**src/rtl/bhand_src.sv**
```systemverilog
// bhand_src: packet transmitter for the buffered-handshake stream interface.
// On a start command it reads len_words words from a synchronous-read RAM
// and streams them out with a per-word byte count and a last flag.
//
// Ports:
//   clk, rst_n                 clock, asynchronous active-low reset
//   start_i                    one-cycle command to begin a packet
//   len_words_i, last_bytes_i  packet length (words) and bytes in final word (0 = full)
//   busy_o, done_o             packet in progress / one-cycle completion pulse
//   rd_en_o, rd_addr_o         RAM read strobe and address
//   rd_data_i                  RAM data, valid the cycle after rd_en_o
//   odata_o, odata_vld_o       stream data and valid
//   odata_rdy_i                stream ready
//   ocount_o, olast_o          valid bytes in the current word, final-word marker
module bhand_src #(
  parameter int unsigned DATA_WIDTH   = 64,
  parameter int unsigned ADDR_WIDTH   = 9,
  parameter int unsigned COUNT_WIDTH  = 4,
  parameter bit          ENABLE_COUNT = 1'b1
) (
  input  logic                   clk,
  input  logic                   rst_n,
  input  logic                   start_i,
  input  logic [ADDR_WIDTH-1:0]  len_words_i,
  input  logic [COUNT_WIDTH-1:0] last_bytes_i,
  output logic                   busy_o,
  output logic                   done_o,
  output logic                   rd_en_o,
  output logic [ADDR_WIDTH-1:0]  rd_addr_o,
  input  logic [DATA_WIDTH-1:0]  rd_data_i,
  output logic [DATA_WIDTH-1:0]  odata_o,
  output logic                   odata_vld_o,
  input  logic                   odata_rdy_i,
  output logic [COUNT_WIDTH-1:0] ocount_o,
  output logic                   olast_o
);

  localparam int unsigned             BYTES    = DATA_WIDTH / 8;
  localparam logic [COUNT_WIDTH-1:0]  FULL_CNT = COUNT_WIDTH'(BYTES);

  typedef enum logic [1:0] {S_IDLE, S_STREAM, S_DRAIN} state_e;

  state_e                 state_q, state_d;
  logic                   busy_q, busy_d;
  logic                   done_q, done_d;
  logic                   rd_en_q, rd_en_d;
  logic [ADDR_WIDTH-1:0]  rd_addr_q, rd_addr_d;
  logic                   rd_last_q, rd_last_d;   // tags the read of the final word
  logic                   rv_q, rv_d;             // rd_data_i carries a word this cycle
  logic                   rv_last_q, rv_last_d;
  logic [ADDR_WIDTH-1:0]  len_q, len_d;
  logic [COUNT_WIDTH-1:0] lastb_q, lastb_d;
  logic [ADDR_WIDTH-1:0]  iss_q, iss_d;           // reads issued so far
  logic [DATA_WIDTH-1:0]  head_data_q, head_data_d, skid_data_q, skid_data_d;
  logic [COUNT_WIDTH-1:0] head_cnt_q, head_cnt_d, skid_cnt_q, skid_cnt_d;
  logic                   head_last_q, head_last_d, skid_last_q, skid_last_d;
  logic                   head_vld_q, head_vld_d, skid_vld_q, skid_vld_d;

  logic                   hs;
  logic [COUNT_WIDTH-1:0] arr_cnt;
  logic [1:0]             occ_nx;
  logic                   can_issue;

  // State and datapath registers
  always_ff @(posedge clk or negedge rst_n) begin
    if (!rst_n) begin
      state_q     <= S_IDLE;
      busy_q      <= 1'b0;
      done_q      <= 1'b0;
      rd_en_q     <= 1'b0;
      rd_addr_q   <= '0;
      rd_last_q   <= 1'b0;
      rv_q        <= 1'b0;
      rv_last_q   <= 1'b0;
      len_q       <= '0;
      lastb_q     <= '0;
      iss_q       <= '0;
      head_data_q <= '0;
      head_cnt_q  <= '0;
      head_last_q <= 1'b0;
      head_vld_q  <= 1'b0;
      skid_data_q <= '0;
      skid_cnt_q  <= '0;
      skid_last_q <= 1'b0;
      skid_vld_q  <= 1'b0;
    end else begin
      state_q     <= state_d;
      busy_q      <= busy_d;
      done_q      <= done_d;
      rd_en_q     <= rd_en_d;
      rd_addr_q   <= rd_addr_d;
      rd_last_q   <= rd_last_d;
      rv_q        <= rv_d;
      rv_last_q   <= rv_last_d;
      len_q       <= len_d;
      lastb_q     <= lastb_d;
      iss_q       <= iss_d;
      head_data_q <= head_data_d;
      head_cnt_q  <= head_cnt_d;
      head_last_q <= head_last_d;
      head_vld_q  <= head_vld_d;
      skid_data_q <= skid_data_d;
      skid_cnt_q  <= skid_cnt_d;
      skid_last_q <= skid_last_d;
      skid_vld_q  <= skid_vld_d;
    end
  end

  // Next-state: buffer update, read issue and packet sequencing
  always_comb begin
    state_d     = state_q;
    busy_d      = busy_q;
    done_d      = 1'b0;
    rd_en_d     = 1'b0;
    rd_addr_d   = rd_addr_q;
    rd_last_d   = 1'b0;
    rv_d        = rd_en_q;
    rv_last_d   = rd_last_q;
    len_d       = len_q;
    lastb_d     = lastb_q;
    iss_d       = iss_q;
    head_data_d = head_data_q;
    head_cnt_d  = head_cnt_q;
    head_last_d = head_last_q;
    head_vld_d  = head_vld_q;
    skid_data_d = skid_data_q;
    skid_cnt_d  = skid_cnt_q;
    skid_last_d = skid_last_q;
    skid_vld_d  = skid_vld_q;

    hs = head_vld_q & odata_rdy_i;

    if (!ENABLE_COUNT) begin
      arr_cnt = '0;
    end else if (rv_last_q && (lastb_q != '0)) begin
      arr_cnt = lastb_q;
    end else begin
      arr_cnt = FULL_CNT;
    end

    // Retire the head first, then place the arriving word behind whatever remains
    if (hs) begin
      if (skid_vld_q) begin
        head_data_d = skid_data_q;
        head_cnt_d  = skid_cnt_q;
        head_last_d = skid_last_q;
        skid_vld_d  = 1'b0;
      end else begin
        head_vld_d  = 1'b0;
      end
    end
    if (rv_q) begin
      if (!head_vld_d) begin
        head_data_d = rd_data_i;
        head_cnt_d  = arr_cnt;
        head_last_d = rv_last_q;
        head_vld_d  = 1'b1;
      end else begin
        skid_data_d = rd_data_i;
        skid_cnt_d  = arr_cnt;
        skid_last_d = rv_last_q;
        skid_vld_d  = 1'b1;
      end
    end

    // Buffered words plus the read still in the RAM pipe must leave room for one more
    occ_nx    = 2'(head_vld_d) + 2'(skid_vld_d) + 2'(rd_en_q);
    can_issue = (occ_nx < 2'd2);

    case (state_q)
      S_IDLE: begin
        if (start_i && (len_words_i != '0)) begin
          len_d     = len_words_i;
          lastb_d   = last_bytes_i;
          busy_d    = 1'b1;
          rd_en_d   = 1'b1;
          rd_addr_d = '0;
          iss_d     = ADDR_WIDTH'(1);
          rd_last_d = (len_words_i == ADDR_WIDTH'(1));
          state_d   = rd_last_d ? S_DRAIN : S_STREAM;
        end
      end
      S_STREAM: begin
        if (can_issue) begin
          rd_en_d   = 1'b1;
          rd_addr_d = iss_q;
          iss_d     = iss_q + ADDR_WIDTH'(1);
          rd_last_d = (iss_q == (len_q - ADDR_WIDTH'(1)));
          if (rd_last_d) begin
            state_d = S_DRAIN;
          end
        end
      end
      S_DRAIN: begin
        if (hs && head_last_q) begin
          state_d = S_IDLE;
          busy_d  = 1'b0;
          done_d  = 1'b1;
        end
      end
      default: state_d = S_IDLE;
    endcase
  end

  assign busy_o      = busy_q;
  assign done_o      = done_q;
  assign rd_en_o     = rd_en_q;
  assign rd_addr_o   = rd_addr_q;
  assign odata_o     = head_data_q;
  assign odata_vld_o = head_vld_q;
  assign ocount_o    = head_cnt_q;
  assign olast_o     = head_last_q;

endmodule

```
**config.mk**
```make
export PLATFORM = sky130hd
export DESIGN_NAME = bhand_src
export DESIGN_NICKNAME = d
export VERILOG_FILES = /design/src/rtl/bhand_src.sv
export SDC_FILE = /design/constraint.sdc
export NUM_CORES = 1
export LEC_CHECK = 0
export ABC_AREA = 1
export CAP_MARGIN = 10
export CORE_MARGIN = 4
export CORE_UTILIZATION = 35
export DETAILED_ROUTE_END_ITERATION = 10
export PLACE_DENSITY = 0.63
export SETUP_SLACK_MARGIN = 0.4
export SYNTH_ARGS = -nofsm -noshare
export SYNTH_HDL_FRONTEND = slang
export SYNTH_SLANG_ARGS = --single-unit
```
**constraint.sdc**
```tcl
create_clock -name clk -period 4.27 [get_ports clk]
set_input_delay 0.854 -clock clk [delete_from_list [all_inputs] [get_ports clk]]
set_output_delay 0.854 -clock clk [all_outputs]
set_load 0.1 [all_outputs]
```
# After elaboration in Yosys (flattened, before gate mapping)
# Index checks and enable logic that the tools add are counted.
[totals] out_inout_bits=82 input_bits=81 regBits=179 word_cells=88
[op_classes] reduce_logical=13 n_eq_ne=8 magnitude_cmp=1 bitwise_logic=1 muxes=42 n_addsub=4
[op_table] op="$mux W64" count=4
[op_table] op="$mux W9" count=4
[op_table] op="$pmux W9 S2" count=2
[op_table] op="$mux W4" count=5
[op_table] op="$mux W1" count=18
[op_table] op="$mux W2" count=5
[op_table] op="$add A9 B1 Y9 const B" count=1
[op_table] op="$eq A9 B1 Y1 const B" count=1
[op_table] op="$eq A9 B9 Y1" count=1
[op_table] op="$reduce_bool A9 Y1" count=1
[op_table] op="$sub A9 B1 Y9 const B" count=1
[op_table] op="$ne A2 B2 Y1 const B" count=4
[op_table] op="$pmux W1 S2" count=3
[op_table] op="$pmux W2 S3" count=1
[op_table] op="$reduce_and A3 Y1" count=2
[op_table] op="$reduce_and A2 Y1" count=2
[op_table] op="$reduce_and A4 Y1" count=1
[op_table] op="$reduce_bool A2 Y1" count=2
[op_table] op="$reduce_bool A4 Y1" count=1
[op_table] op="$logic_and A1 B1 Y1" count=3
[op_table] op="$add A1 B1 Y2" count=1
[op_table] op="$add A2 B1 Y2" count=1
[op_table] op="$eq A2 B1 Y1 const B" count=1
[op_table] op="$eq A2 B2 Y1 const B" count=1
[op_table] op="3 further kinds" count=3

# Depth between registers and ports, before layout
[logic_depth] depth_word=9 ltp_mapped=14 mapped_depth_nobuf=14

# Least setup slack after synthesis
# Ideal clock, no wire load.
[synth_path] path_type="register to register" from="register head_vld_q (netlist: odata_vld_o)" to="register rd_addr_q[1] (netlist: rd_addr_o[1])" arrival_time_ns=2.584 required_ns=4.149 path_stages_with_launch=13 setup_time_ns=0.121 path_slack_ns=1.565 cell_sequence="dfrtp_1 -> nand2_2 -> nor2_2 -> inv_2 -> buf_2 -> buf_1 -> nand3_1 -> ha_1 -> a21oi_4 -> nand2_4 -> buf_2 -> nand3_1 -> nand2_1"
[synth_via] elab_cells_between_ends=12
[synth_rtl] item="start: declaration" line_no="57" rtl="logic head_vld_q, head_vld_d, skid_vld_q, skid_vld_d;"
[synth_rtl] item="start signal: assignment" line_no="101" rtl="head_vld_q <= head_vld_d;"
[synth_rtl] item="$mux W1 / $and A1 B1 Y1 (equally long branches)" line_no="143, 131"
[synth_rtl] item="$mux W1 *" line_no="142" rtl="if (hs) begin"
[synth_rtl] item="$mux W1 *" line_no="152" rtl="if (rv_q) begin"
[synth_rtl] item="net head_vld_d" line_no="57"
[synth_rtl] item="$add A1 B1 Y2 *" line_no="167" rtl="occ_nx = 2'(head_vld_d) + 2'(skid_vld_d) + 2'(rd_en_q);"
[synth_rtl] item="$add A2 B1 Y2 *" line_no="167"
[synth_rtl] item="$lt A2 B2 Y1 *" line_no="168" rtl="can_issue = (occ_nx < 2'd2);"
[synth_rtl] item="$ne A2 B2 Y1 (no line) *"
[synth_rtl] item="$reduce_and A3 Y1 (no line) *"
[synth_rtl] item="end signal: assignment" line_no="91" rtl="rd_addr_q <= rd_addr_d;"
[synth_rtl] item="end: declaration" line_no="47" rtl="logic [ADDR_WIDTH-1:0] rd_addr_q, rd_addr_d;"
# Mark *: on every way through the listed nets, which the timed path passes. The rest lies on a longest branch.
# A chain may end at the register's enable or synchronous reset.

# Worst setup path after layout
[layout_path] from="register head_last_q (netlist: olast_o)" to="output olast_o"
[layout_rtl] item="start: declaration" line_no="56" rtl="logic head_last_q, head_last_d, skid_last_q, skid_last_d;"
[layout_rtl] item="start signal: assignment" line_no="100" rtl="head_last_q <= head_last_d;"
[layout_rtl] item="end: declaration" line_no="35" rtl="output logic olast_o"
# No word-level cell between the ends.

==> summary.txt <==
fin nets -> 1144
GRT Total Usage -> 0.163
WP buf/inv -> 1
synth-to-layout area growth -> 31.2%
f_max -> 346 MHz
hold slack -> 0.372 ns
Mapped Cells -> 921
CTS tree -> built
leading cell type in the layout, fill and taps excluded -> nand2_1
Req. time, crit path -> 3.42 ns
Hold Path Depth -> 0
reg2reg end -> odata_o[30]
clock skew -> 0.0116 ns
GR Overflow Total -> 0
Max transition margin -> 0.292
net switching power -> 0.00110 W
Hold WC Path Type -> reg2reg
critical path's top delay family -> buffers and inverters
final wirelength -> 19.9 mm
pins over their slew limit -> 0
ANT nets after route -> 0
Hold Path Origin -> rd_last_q
register area share after synthesis -> 0.574
power per standard cell area -> 368 nW/um^2
Int Power -> 0.00267 W
Post-Syn Area per Cell -> 8.47 um^2
Reg-to-Reg Start -> odata_vld_o
register share of total power -> 0.463
CTS Buf Count -> 17
critical path startpoint -> olast_o
setup TNS -> 0 ns
dpl hpwl -> 13.2 mm
fin util -> 0.467
worst hold endpoint -> rv_last_q
Pleak -> 4.96 nW
drt wl/cell -> 14.7 um
Setup-failing EPs final -> 0
Final Hold Fails -> 0
Clock Tree Root -> clkbuf_16
DR iter-0 viols -> 322
H-tree depth -> 4
maximum vdd ir drop -> 0.244 mV
Rows -> 54
cell chain of the critical path -> clkdlybuf4s50_1
syn nets -> 1005
Clk pin slew, worst setup/hold paths -> 0.07 ns
RSZ-0062 raised after global routing -> false
clk sink count -> 179
core area -> 21900 um^2
Logic pwr share -> 0.126
status -> complete, no violations
largest net degree at the start of global routing -> 89
commonest non-fill, non-tap cells in the layout -> nand2_1 (327), dfrtp_1 (179), clkdlybuf4s50_1 (161)
Clock Latency Late Sink -> 0.42 ns
overall power consumption -> 0.00377 W
Final min period -> 2.89 ns
final worst-path cycle share -> 0.677
post-CTS setup buffer count -> 0
Antenna Cells -> 0
share of cells above drive strength 1 -> 0.0522
worst-margin pin slew -> 1.06 ns
CTS Hold Bufs -> 0
IO Port Bufs -> 162
Critical Path Max Stage Delay -> 1.17 ns
CP arrival -> 2.04 ns
Ys Warns -> 0
crit-path max FO -> 3
synth unique cells -> 35
critical path class -> reg2out
Clk pwr share -> 0.411
R2R Setup Slk -> 1.88 ns
Die Wd -> 157 um
vias in the first global route -> 6321
Final Wtd Congestion -> 0.846
# DRC -> 0
Max Root-Sink Buffers -> 2
global-route wire length before repair -> 32.5 mm
Synth Register Bits -> 179
crit path capture type -> output pin
I/O pins -> 163
via count -> 6456
Sw Ratio -> 0.292
Layout fillers -> 2139
antenna violations before repair -> 0
critical path launch point type -> flip-flop
DRT Pass-1 Iters -> 5
die area -> 24700 um^2
post-DR vias/cell -> 4.77
Resize count post-CTS -> 0
synthesized area -> 7800 um^2
Worst path slowest cell -> clkdlybuf4s50_1
worst r2r path cells -> 9
max cap viols -> 0
Initial Utilization -> 0.356
Die Ht -> 157 um
-- synth_stat cells (all sizes together) --
| master | n | area, um^2 |
|---|---|---|
| nand3b | 1 | 7.51 |
| a21oi | 11 | 66.3 |
| nand4 | 6 | 37.5 |
| buf | 24 | 139 |
| a31oi | 46 | 288 |
| clkinv | 1 | 3.75 |
| o21ai | 60 | 300 |
| inv | 61 | 229 |
| o21a | 1 | 7.51 |
| nor4 | 3 | 18.8 |
| ha | 3 | 37.5 |
| o21bai | 1 | 7.51 |
| o22ai | 23 | 144 |
| o211ai | 2 | 15.0 |
| dfrtp | 179 | 4480 |
| nor3 | 2 | 10.0 |
| nor2 | 94 | 363 |
| nand3 | 30 | 155 |
| o41ai | 1 | 8.76 |
| nand2 | 333 | 1280 |
| xor2 | 8 | 70.1 |
| xnor2 | 2 | 17.5 |
| or2 | 2 | 12.5 |
| clkbuf | 27 | 101 |
-- worst reg2reg max path, cell delays in order, from the launching register on --
cell and delay (ns):
dfrtp_1 0.43, nand2_2 0.15, nor2_4 0.05, inv_2 0.17, nand2_2 0.12, nor2_4 0.18, clkinv_2 0.50, buf_12 0.44
o21ai_0 0.14, o22ai_1 0.10
-- layer usage --
layer	up-vias	routed length, um	part of all wire	track usage
met4	0	325	0.016	0.0442
met5	-	0	0	0
li1	3238	-	-	-
met1	3018	9120	0.46	0.224
met3	19	1030	0.052	0.0308
met2	181	9420	0.47	0.264
-- sequential cells by signal, indices dropped and copies added, names as in the netlist, 2 cells and up --
name and count:
iss_q 9, lastb_q 4, len_q 9, ocount_o 4, odata_o 64, rd_addr_o 9
skid_cnt_q 4, skid_data_q 64, state_q 2
-- kinds of logic after synthesis --
group / synth area share
and+or+nand+nor: 0.242
DFF: 0.574
AOI/OAI and AO/OA: 0.107
buffers and inverters: 0.0606
xor gates and xnor gates: 0.0112
adders and majority gates: 0.00481
-- area by class of cell --
type                    count  area [um^2]  area share
inverters                  62          234      0.0229
clock buffers              18          439      0.0429
flip-flops and latches    179         4480       0.438
clock inverters            14          159      0.0155
multi-input cells         629         2850       0.279
well taps                 280          350      0.0343
repair buffers            171         1720       0.168
-- how the worst max path moves through the flow --
stage | end | cells after the start
global placement | ocount_o[0] | 10
finish | olast_o | 1
floorplan | rd_addr_o[1] | 12
global route | odata_o[33] | 10
CTS | olast_o | 1
detailed placement | ocount_o[0] | 10
-- power by group through the flow --
stage | logic [W] | registers, W | clock network, W
4_1_cts | 0.000480 | 0.00175 | 0.00159
3_5_place_dp | 0.000479 | 0.00178 | 0
3_3_place_gp | 0.000477 | 0.00178 | 0
5_1_grt | 0.000498 | 0.00175 | 0.00168
2_1_floorplan | 0.0000400 | 0.00201 | 0
6_report | 0.000475 | 0.00175 | 0.00155
-- stage by stage --
stage	std cells	instance area [um^2]	setup slack (ns)
6_report	1353	10200	1.38
5_1_grt	1353	10200	1.22
4_1_cts	1353	10200	1.36
3_5_place_dp	1321	9630	1.00
3_3_place_gp	1321	9630	1.10
2_1_floorplan	921	7800	1.57
Power figures use the tool's default switching activity.
